**src/rtl/rr_quantum_arbiter_if.sv**
```systemverilog
// Request/grant bundle between N requesters and the round-robin arbiter.
// The arbiter connects through the slave modport; requesters use master.
interface rr_quantum_arbiter_if #(
  parameter int N   = 2,
  parameter int IDW = $clog2(N)
);
  logic [N-1:0]   request;
  logic [N-1:0]   grant;
  logic           grant_valid;
  logic [IDW-1:0] grant_id;
  logic           preempt;

  modport master (
    output request,
    input  grant,
    input  grant_valid,
    input  grant_id,
    input  preempt
  );

  modport slave (
    input  request,
    output grant,
    output grant_valid,
    output grant_id,
    output preempt
  );
endinterface

```
**src/rtl/rr_quantum_arbiter.sv**
```systemverilog
// Round-robin arbiter with registered one-hot grants; a holder is preempted
// after QUANTUM cycles if anyone else is waiting.
module rr_quantum_arbiter #(
  parameter int N       = 2,
  parameter int QUANTUM = 4,
  parameter int IDW     = $clog2(N)
) (
  input  logic                 clk,
  input  logic                 rst,
  rr_quantum_arbiter_if.slave  arb_io
);
  localparam int HCW = (QUANTUM > 1) ? $clog2(QUANTUM) : 1;
  localparam logic [HCW-1:0] HOLD_MAX = HCW'(QUANTUM - 1);

  typedef enum logic {IDLE, BUSY} state_e;

  state_e         state_q, state_d;
  logic [N-1:0]   grant_q, grant_d;
  logic [IDW-1:0] id_q, id_d;
  logic           valid_q, valid_d;
  logic           preempt_q, preempt_d;
  logic [IDW-1:0] ptr_q, ptr_d;
  logic [HCW-1:0] hold_q, hold_d;

  logic [N-1:0]   cand;
  logic [N-1:0]   win_oh;
  logic           found;
  logic [IDW-1:0] win;
  logic [IDW:0]   idx;
  logic [IDW:0]   ptr_next;
  logic           holder_req;
  logic           take;

  // The holder is masked out while BUSY so "found" means a competitor exists.
  assign cand       = (state_q == BUSY) ? (arb_io.request & ~grant_q) : arb_io.request;
  assign holder_req = |(arb_io.request & grant_q);

  always_comb begin
    found = 1'b0;
    win   = '0;
    idx   = '0;
    for (int k = N - 1; k >= 0; k--) begin
      idx = {1'b0, ptr_q} + (IDW+1)'(k);
      if (idx >= (IDW+1)'(N)) idx = idx - (IDW+1)'(N);
      if (cand[idx[IDW-1:0]]) begin
        found = 1'b1;
        win   = idx[IDW-1:0];
      end
    end
  end

  for (genvar gi = 0; gi < N; gi++) begin : g_win_oh
    assign win_oh[gi] = found && (win == IDW'(gi));
  end

  always_comb begin
    ptr_next = {1'b0, win} + 1'b1;
    if (ptr_next == (IDW+1)'(N)) ptr_next = '0;
  end

  always_ff @(posedge clk) begin
    if (rst) begin
      state_q   <= IDLE;
      grant_q   <= '0;
      id_q      <= '0;
      valid_q   <= 1'b0;
      preempt_q <= 1'b0;
      ptr_q     <= '0;
      hold_q    <= '0;
    end else begin
      state_q   <= state_d;
      grant_q   <= grant_d;
      id_q      <= id_d;
      valid_q   <= valid_d;
      preempt_q <= preempt_d;
      ptr_q     <= ptr_d;
      hold_q    <= hold_d;
    end
  end

  always_comb begin
    state_d = state_q;
    case (state_q)
      IDLE:    if (found) state_d = BUSY;
      BUSY:    if (!holder_req && !found) state_d = IDLE;
      default: state_d = IDLE;
    endcase
  end

  // Release outranks expiry, so a holder dropping at quantum end never pulses preempt.
  always_comb begin
    grant_d   = grant_q;
    id_d      = id_q;
    valid_d   = valid_q;
    preempt_d = 1'b0;
    ptr_d     = ptr_q;
    hold_d    = hold_q;
    take      = 1'b0;
    case (state_q)
      IDLE: take = found;
      BUSY: begin
        if (!holder_req) begin
          if (found) begin
            take = 1'b1;
          end else begin
            grant_d = '0;
            id_d    = '0;
            valid_d = 1'b0;
          end
        end else if (hold_q == HOLD_MAX && found) begin
          take      = 1'b1;
          preempt_d = 1'b1;
        end else if (hold_q != HOLD_MAX) begin
          hold_d = hold_q + 1'b1;
        end
      end
      default: ;
    endcase
    if (take) begin
      grant_d = win_oh;
      id_d    = win;
      valid_d = 1'b1;
      hold_d  = '0;
      ptr_d   = ptr_next[IDW-1:0];
    end
  end

  assign arb_io.grant       = grant_q;
  assign arb_io.grant_id    = id_q;
  assign arb_io.grant_valid = valid_q;
  assign arb_io.preempt     = preempt_q;
endmodule

```
**src/flat_wrapper.sv**
```systemverilog
// flat-port wrapper written by rule: the top's interface ports become plain ports
module rr_quantum_arbiter_flat 
#(
  parameter int N       = 2,
  parameter int QUANTUM = 4,
  parameter int IDW     = $clog2(N)
)
  (clk, rst, arb_io_request, arb_io_grant, arb_io_grant_valid, arb_io_grant_id, arb_io_preempt);
  rr_quantum_arbiter_if #(.N(N), .IDW(IDW)) arb_io_i ();
  input  logic clk;
  input  logic rst;
  input wire logic [$bits(arb_io_i.request)-1:0] arb_io_request;
  output wire logic [$bits(arb_io_i.grant)-1:0] arb_io_grant;
  output wire logic [$bits(arb_io_i.grant_valid)-1:0] arb_io_grant_valid;
  output wire logic [$bits(arb_io_i.grant_id)-1:0] arb_io_grant_id;
  output wire logic [$bits(arb_io_i.preempt)-1:0] arb_io_preempt;
  assign arb_io_i.request = arb_io_request;
  assign arb_io_grant = arb_io_i.grant;
  assign arb_io_grant_valid = arb_io_i.grant_valid;
  assign arb_io_grant_id = arb_io_i.grant_id;
  assign arb_io_preempt = arb_io_i.preempt;
  rr_quantum_arbiter #(.N(N), .QUANTUM(QUANTUM), .IDW(IDW)) u_core (.clk(clk), .rst(rst), .arb_io(arb_io_i));
endmodule
```
**config.mk**
```make
export PLATFORM = sky130hd
export DESIGN_NAME = rr_quantum_arbiter_flat
export DESIGN_NICKNAME = d
export VERILOG_FILES = /design/src/rtl/rr_quantum_arbiter_if.sv /design/src/rtl/rr_quantum_arbiter.sv /design/src/flat_wrapper.sv
export SDC_FILE = /design/constraint.sdc
export NUM_CORES = 1
export LEC_CHECK = 0
export ABC_CLOCK_PERIOD_IN_PS = 2300
export CAP_MARGIN = 10
export CORE_AREA = 2 2 39 41
export CTS_CLUSTER_DIAMETER = 60
export DETAILED_ROUTE_END_ITERATION = 10
export DIE_AREA = 0 0 41 43
export GPL_TIMING_DRIVEN = 0
export PLACE_DENSITY = 0.58
export SETUP_SLACK_MARGIN = 0.05
export SLEW_MARGIN = 40
export SYNTH_ARGS = -nofsm -noshare
export SYNTH_HDL_FRONTEND = slang
export SYNTH_SLANG_ARGS = --single-unit
```
**constraint.sdc**
```tcl
create_clock -name clk -period 2.3 [get_ports clk]
set_input_delay 0.23 -clock clk [delete_from_list [all_inputs] [get_ports clk]]
set_output_delay 0.23 -clock clk [all_outputs]
set_load 0.005 [all_outputs]
```
### Word level (Yosys, flattened, before mapping)

Cells that the tools add are included.

| word-level totals | value |
|---|---|
| output and inout port bits | 5 |
| register bits | 9 |
| input bits | 4 |
| logic and storage cells | 67 |

| operators by class | value |
|---|---|
| bitwise logic cells | 7 |
| $lt $le $gt $ge | 4 |
| $add $sub $neg | 5 |
| reductions and logical operators | 12 |
| mux-type cells | 27 |
| eq/ne operators | 5 |

Operator list:

| cell | number |
|---|---|
| two-way mux 1 bit | 20 |
| two-way mux 2 bit | 5 |
| != test 2 bit (second input constant) | 3 |
| adder 1 x 1 -> 2 bit (second input constant) | 2 |
| bitwise AND 2 bit | 2 |
| equality test 2 bit (second input constant) | 2 |
| logical AND 1 bit | 4 |
| < comparator 1 x 2 -> 1 bit (second input constant) | 2 |
| NOT 1 bit | 4 |
| one-hot mux 1 bit (2 select lines) | 2 |
| AND reduction 4 bit | 1 |
| OR reduction 2 bit | 2 |
| AND reduction 3 bit | 1 |
| OR reduction 3 bit | 1 |
| adder 2 x 1 -> 2 bit (second input constant) | 1 |
| >= comparator 1 x 2 -> 1 bit (second input constant) | 1 |
| >= comparator 2 bit (second input constant) | 1 |
| logical NOT 1 bit | 2 |
| NOT 2 bit | 1 |
| nonzero test 2 bit | 1 |
| subtractor 1 bit (second input constant) | 2 |

### Logic depth before layout (Yosys ltp)

Gate-level depths: netlist of the first run.

| logic depth | value |
|---|---|
| depth after elaboration | 13 |
| mapped depth | 5 |

### Worst setup path after synthesis of the first run

Ideal clock, no wire load.

| timing path | value |
|---|---|
| path type | register -> register |
| start point | register u_core.hold_q[0] |
| end point | register u_core.grant_q[0] (netlist: u_core.arb_io.grant[0]) |
| buffers on the path | 0 |
| stages on the path, launching flop included | 6 |
| arrival | 1.305 ns |
| path slack | 0.879 ns |
| cell sequence | dfxtp_1 > ha_1 > nand2_1 > and4_1 > o311a_1 > a31o_2 |

| between the ends | value |
|---|---|
| longest elaborated chain between the ends | 7 |

Ends and longest elaborated chain:

| item | RTL line | RTL |
|---|---|---|
| start: declaration | rr_quantum_arbiter.sv:23 | `logic [HCW-1:0] hold_q, hold_d;` |
| start signal: assignment | rr_quantum_arbiter.sv:77 | `hold_q <= hold_d;` |
| equality test 2 bit * | rr_quantum_arbiter.sv:110 | `end else if (hold_q == HOLD_MAX && found) begin` |
| logical AND 1 bit * | rr_quantum_arbiter.sv:110 |  |
| two-way mux 1 bit * | rr_quantum_arbiter.sv:110 |  |
| two-way mux 1 bit * | rr_quantum_arbiter.sv:102 | `if (!holder_req) begin` |
| one-hot mux 1 bit (2 select lines) * | rr_quantum_arbiter.sv:99 | `case (state_q)` |
| != test 2 bit (no line) / nonzero test 2 bit (equally long branches) | -- |  |
| AND reduction 3 bit (no line) | -- |  |
| end signal: assignment | rr_quantum_arbiter.sv:72 | `grant_q <= grant_d;` |
| end: declaration | rr_quantum_arbiter.sv:18 | `logic [N-1:0] grant_q, grant_d;` |

Every way passes the cells marked *; elsewhere a longest branch is shown, timed or not.
A chain may end at the register's enable or synchronous reset.

### Final worst setup path of the first run

Ends and elaborated chain as after synthesis.

==> results.json, run 1 <==
{
  "syn_to_final_growth_pct": 23.6,
  "postRouteAntennaNets": 0,
  "cts_buffer_depth": 2,
  "reg2reg_depth": 5,
  "cts_buffers": 3,
  "min_period_ns": 1.62,
  "yosys_warnings": 0,
  "cts.clk_slew.worst_paths_ns": 0.06,
  "initial_core_util_pct": 32.5,
  "cts_tree": "yes",
  "grt_max_degree": 10,
  "routed_wl_um": 911,
  "num_antenna_cells": 0,
  "die_x_um": 41,
  "drtIter0Drc": 3,
  "yosysUniqueCellTypes": 24,
  "avgRoutedWirePerCell_um": 11.7,
  "fin_skew_ns": 0.000376,
  "r2r_slack_ns": 0.68,
  "design_area_sq_um": 557,
  "crit_path_end_kind": "register",
  "netlist_area_sq_um": 450,
  "vias": 406,
  "setup_tns_ns": 0,
  "ys_seq_area_share_pct": 40.0,
  "dr.pass1.iters": 4,
  "whs_endpoint": "u_core.state_q",
  "cts_setup_buffers": 0,
  "hold_path_class": "input pin to register",
  "dp_hpwl_um": 702,
  "postSynthCellCount": 52,
  "io_buffers": 6,
  "cts-root-buf": "clkbuf_4",
  "routed_via_density": 5.21,
  "fillCellCount": 151,
  "cp.required_ns": 2.51,
  "hold_path_depth": 3,
  "finalCritPeriodShare_pct": 70.4,
  "htree_levels": 1,
  "rr_startpoint": "u_core.hold_q[0]",
  "worstMarginPinSlew_ns": 0.670,
  "clock_latency_ns": 0.26,
  "power.density_nw_per_um2": 640,
  "grt_pass1_wl_mm": 1.48,
  "r2r-end": "u_core.arb_io.grant[0]",
  "clock-sinks": 9,
  "max_freq_mhz": 617,
  "gp_congestion": 0.719,
  "slew_violations": 0,
  "drc": 0,
  "leakagePower_nw": 0.226,
  "grt_pass1_vias": 349,
  "setup_viol": 0,
  "worstSetupPathType": "register to register",
  "cts_hold_buf": 0,
  "boundaryPins": 9,
  "critPathLaunchType": "register",
  "syn_avg_cell_area_sq_um": 8.66,
  "finalHoldViolCount": 0,
  "maxSlewHeadroom_pct": 55.1,
  "final_nets": 68,
  "place_area_sq_um": 531,
  "antenna_found_initial": 0,
  "die_area_sq_um": 1760,
  "ir_drop_mv": 0.272,
  "ys_ff_latch": 9,
  "core-area_sq_um": 1380,
  "min_from": "arb_io_request[0]",
  "cts.repair.resized": 0,
  "critPathMaxFanout": 5,
  "rows": 14,
  "status": "completed",
  "rsz0062_at_grt": "false",
  "track_usage_pct": 12.4,
  "die_h_um": 43,
  "globalRouteOverflowTotal": 0,
  "startpoint": "u_core.hold_q[0]",
  "worstPathArrival_ns": 1.82,
  "maxCapViolations": 0,
  "drive_gt1_share_pct": 9.68,
  "synth_nets": 57
}
[cells in the mapped netlist]
cell | n | area [sq um]
nor2b_1 | 2 | 12.5
a221o_1 | 1 | 10.0
inv_1 | 3 | 11.3
nand2_2 | 1 | 6.26
a21oi_1 | 8 | 40.0
mux2i_1 | 1 | 10.0
clkbuf_1 | 1 | 3.75
o21a_1 | 1 | 7.51
nor2_1 | 2 | 7.51
nor3_1 | 2 | 10.0
nand2_1 | 4 | 15.0
o311a_1 | 1 | 10.0
nand2b_1 | 3 | 18.8
nor4_1 | 1 | 6.26
xnor2_1 | 2 | 17.5
ha_1 | 1 | 12.5
dfxtp_1 | 9 | 180
buf_4 | 1 | 7.51
a211oi_1 | 2 | 15.0
o211a_1 | 1 | 10.0
o31ai_1 | 2 | 15.0
and4_1 | 1 | 8.76
a31o_2 | 1 | 8.76
or2_1 | 1 | 6.26
[metal layers]
layer | GRT usage [%] | part of all wire (%)
met3 | 1.57 | 2.6
met2 | 17.8 | 46
met4 | 10.0 | 4.4
met5 | 0 | 0
met1 | 15.6 | 47
[registers in the layout, indices dropped and copies added (netlist names)]
name,flops
u_core.arb_io.grant,2
u_core.arb_io.grant_id,1
u_core.arb_io.grant_valid,1
u_core.arb_io.preempt,1
u_core.hold_q,2
u_core.ptr_q,1
u_core.state_q,1
[cell type report]
| type | count | area, sq um | area share (%) |
|---|---|---|---|
| Timing Repair Buffer | 6 | 60.1 | 10.8 |
| Buffer | 2 | 11.3 | 2.02 |
| Inverter | 3 | 11.3 | 2.02 |
| Multi-Input combinational cell | 38 | 248 | 44.5 |
| Sequential cell | 9 | 180 | 32.4 |
| Clock buffer | 4 | 26.3 | 4.72 |
| Tap cell | 16 | 20.0 | 3.60 |
[per-stage QoR]
stage / utilization (%) / setup WS (ns) / std cells / total power, mW / hold slack [ns]
floorplan: - / 0.879 / 52 / 0.216 / 0.349
global placement: 38.3 / 0.424 / 74 / 0.240 / 0.448
detailed placement: 38.3 / 0.430 / 74 / 0.241 / 0.457
CTS: 40.2 / 0.668 / 78 / 0.361 / 0.267
global route: 40.2 / 0.576 / 78 / 0.380 / 0.312
finish: 40.2 / 0.681 / 78 / 0.357 / 0.273
[worst max-delay path, stage by stage, from the launching register on]
cell	delay (ns)
dfxtp_1	0.35
ha_1	0.20
nand2b_1	0.11
a21oi_1	0.07
a211oi_1	0.60
a31o_2	0.24
[report_power, final]
part           total (mW)  switching [mW]  leakage, nW  internal [mW]
Clock               0.119          0.0524       0.0150         0.0667
Combinational      0.0598          0.0279        0.137         0.0319
Sequential          0.178          0.0113       0.0742          0.166
Total               0.357          0.0916        0.226          0.265
[cell families after synthesis]
kind of cell | after synthesis | synth area share, %
DFF | 9 | 40.0
adders and majority gates | 1 | 2.78
xor gates and xnor gates | 2 | 3.89
muxes | 1 | 2.22
buffers and inverters | 5 | 5.00
and+or+nand+nor | 17 | 20.3
AOI/OAI and AO/OA | 17 | 25.8
[cell usage in the layout, fill, tap and decap left out]
cell type,n
nand2_1,4
ha_1,1
and4_1,1
nor2_1,2
nor2b_1,2
nor3_1,2
or2_1,1
xnor2_1,2
nand2b_1,3
clkbuf_1,2
o211a_1,1
clkdlybuf4s50_1,6
clkbuf_4,3
inv_1,3
a21oi_1,8
dfxtp_1,9
mux2i_1,1
buf_4,1
a211oi_1,2
a31o_2,1
o21a_1,1
nor4_1,1
o311a_1,1
o31ai_1,2
a221o_1,1
nand2_2,1
[worst max path at each step]
stage | to | slack, ns
after floorplan | u_core.arb_io.grant[0] | 0.88
after global placement | u_core.arb_io.grant[0] | 0.42
after detailed placement | u_core.arb_io.grant[0] | 0.43
after CTS | u_core.arb_io.grant[0] | 0.67
after global routing | u_core.arb_io.grant[0] | 0.58
final | u_core.arb_io.grant[0] | 0.68
Power figures use the tool's default switching activity.
==> inputs of run 2 (changes only) <==
--- a/config.mk
+++ b/config.mk
@@ -5,7 +5,7 @@
 export SDC_FILE = /design/constraint.sdc
 export NUM_CORES = 1
 export LEC_CHECK = 0
-export ABC_CLOCK_PERIOD_IN_PS = 2300
+export ABC_CLOCK_PERIOD_IN_PS = 1700
 export CAP_MARGIN = 10
 export CORE_AREA = 2 2 39 41
 export CTS_CLUSTER_DIAMETER = 60
==> constraint.sdc (replaced) <==
create_clock -name clk -period 1.7 [get_ports clk]
set_input_delay 0.17 -clock clk [delete_from_list [all_inputs] [get_ports clk]]
set_output_delay 0.17 -clock clk [all_outputs]
set_load 0.005 [all_outputs]
==> results.json, run 2 (synthesized netlist as in run 1, its figures left out) <==
{
  "htree_levels": 1,
  "grt_pass1_vias": 349,
  "cts.clk_slew.worst_paths_ns": 0.06,
  "netSwitchingPower_mw": 0.125,
  "cts-root-buf": "clkbuf_4",
  "startpoint": "u_core.hold_q[0]",
  "cts_buffer_depth": 2,
  "antenna_found_initial": 0,
  "boundaryPins": 9,
  "grt_use_met2_pct": 17.8,
  "drtIter0Drc": 3,
  "cts_tree": "yes",
  "hold_path_class": "input pin to register",
  "place_inst": 74,
  "fillCellCount": 151,
  "globalRouteOverflowTotal": 0,
  "multi_input_area_sq_um": 253,
  "grt_pass1_wl_mm": 1.48,
  "rows": 14,
  "intPower_mw": 0.359,
  "drc": 0,
  "p_clk_share_pct": 33.3,
  "finalHoldViolCount": 0,
  "drive_gt1_share_pct": 11.3,
  "busiest_layer": "met2",
  "grt_use_met3_pct": 1.57,
  "leakagePower_nw": 0.227,
  "comb_power_share_pct": 17.1,
  "maxCapViolations": 0,
  "p_sw_share_pct": 25.8,
  "rr_startpoint": "u_core.hold_q[0]",
  "track_usage_pct": 12.4,
  "postRouteAntennaNets": 0,
  "core-area_sq_um": 1380,
  "dp_hpwl_um": 702,
  "slew_violations": 0,
  "critPathLaunchType": "register",
  "avgRoutedWirePerCell_um": 11.8,
  "final_cells": 78,
  "worstPathArrival_ns": 1.66,
  "finalPower_mw": 0.484,
  "crit_path_end_kind": "register",
  "routed_via_density": 5.22,
  "fin_skew_ns": 0.000376,
  "die_area_sq_um": 1760,
  "finalCritPeriodShare_pct": 88.8,
  "setup_viol": 0,
  "cts_setup_buffers": 0,
  "ir_drop_mv": 0.369,
  "clock-sinks": 9,
  "use_met1_pct": 15.6,
  "cp.required_ns": 1.85,
  "cts_buffers": 3,
  "clock_latency_ns": 0.26,
  "maxSlewHeadroom_pct": 73.2,
  "setup_tns_ns": 0,
  "most-common-layout-cells": "dfxtp_1, a21oi_1, clkdlybuf4s50_1",
  "gp_congestion": 0.719,
  "cts_hold_buf": 0,
  "worstSetupPathType": "register to register",
  "initial_core_util_pct": 32.5,
  "num_antenna_cells": 0,
  "routed_wl_um": 918,
  "status": "completed",
  "vias": 407,
  "min_from": "arb_io_request[0]",
  "seqCellArea_sq_um": 180,
  "die_x_um": 41,
  "die_h_um": 43,
  "critPathMaxFanout": 4,
  "min_period_ns": 1.51,
  "rsz0062_at_grt": "false",
  "io_buffers": 6,
  "final_nets": 68,
  "grt_max_degree": 10,
  "syn_to_final_growth_pct": 24.7,
  "p_seq_share_pct": 49.7,
  "worstMarginPinSlew_ns": 0.399,
  "dr.pass1.iters": 4,
  "power.density_nw_per_um2": 862,
  "max_freq_mhz": 663,
  "layout_commonest_cell": "dfxtp_1"
}
## run 2: changes by cell type in the layout (fill, tap and decap cells not counted)
cell,change
a211oi_2,+1
a211oi_1,-1
## run 2: final cells by class
class	count	area share [%]
inverter	3	2.00
buffer	2	2.00
sequential	9	32.1
timing repair buffer	6	10.7
clock buffer	4	4.68
multi-input combinational	38	45.0
tap	16	3.56
## run 2: power by group through the flow
stage	Combinational, mW	Sequential (mW)	Clock, mW
after detailed placement	0.0814	0.245	0
final	0.0826	0.241	0.161
after global placement	0.0802	0.245	0
after global routing	0.0920	0.242	0.182
after floorplan	0.0494	0.243	0
after CTS	0.0816	0.240	0.167
## run 2: metrics by stage
stage          util (%)  instance area, sq um  worst slack (ns)  hold slack [ns]
4_1_cts            40.2                   557            0.0680            0.207
3_3_place_gp       38.3                   531            -0.116            0.448
2_1_floorplan         -                   450             0.279            0.289
3_5_place_dp       38.3                   531            -0.110            0.457
6_report           40.6                   562             0.191            0.214
5_1_grt            40.6                   562            0.0962            0.252
## run 2: final timing paths
kind,cells past startpoint,end,slack (ns)
max reg2reg,5,u_core.arb_io.grant[0],0.19
min reg2reg,1,u_core.arb_io.grant_valid,0.47
max,5,u_core.arb_io.grant[0],0.19
min,3,u_core.state_q,0.21
## run 2: critical path: stages, from the launching register on
cell and delay, ns:
dfxtp_1 0.35, ha_1 0.20, nand2_1 0.08, and4_1 0.23
o311a_1 0.34, a31o_2 0.21
## run 2: metal layers
metal / wire (um) / up-vias / part of all wire (%)
met5: 0 / - / 0
met4: 40 / 0 / 4.4
met3: 24 / 4 / 2.6
met2: 422 / 7 / 46
met1: 431 / 184 / 47
li1: - / 212 / -
## run 2: timing repair
item,in CTS,in global routing
endpoints found under the setup margin,0,4
gates resized for setup,0,1
hold endpoints to repair,0,0
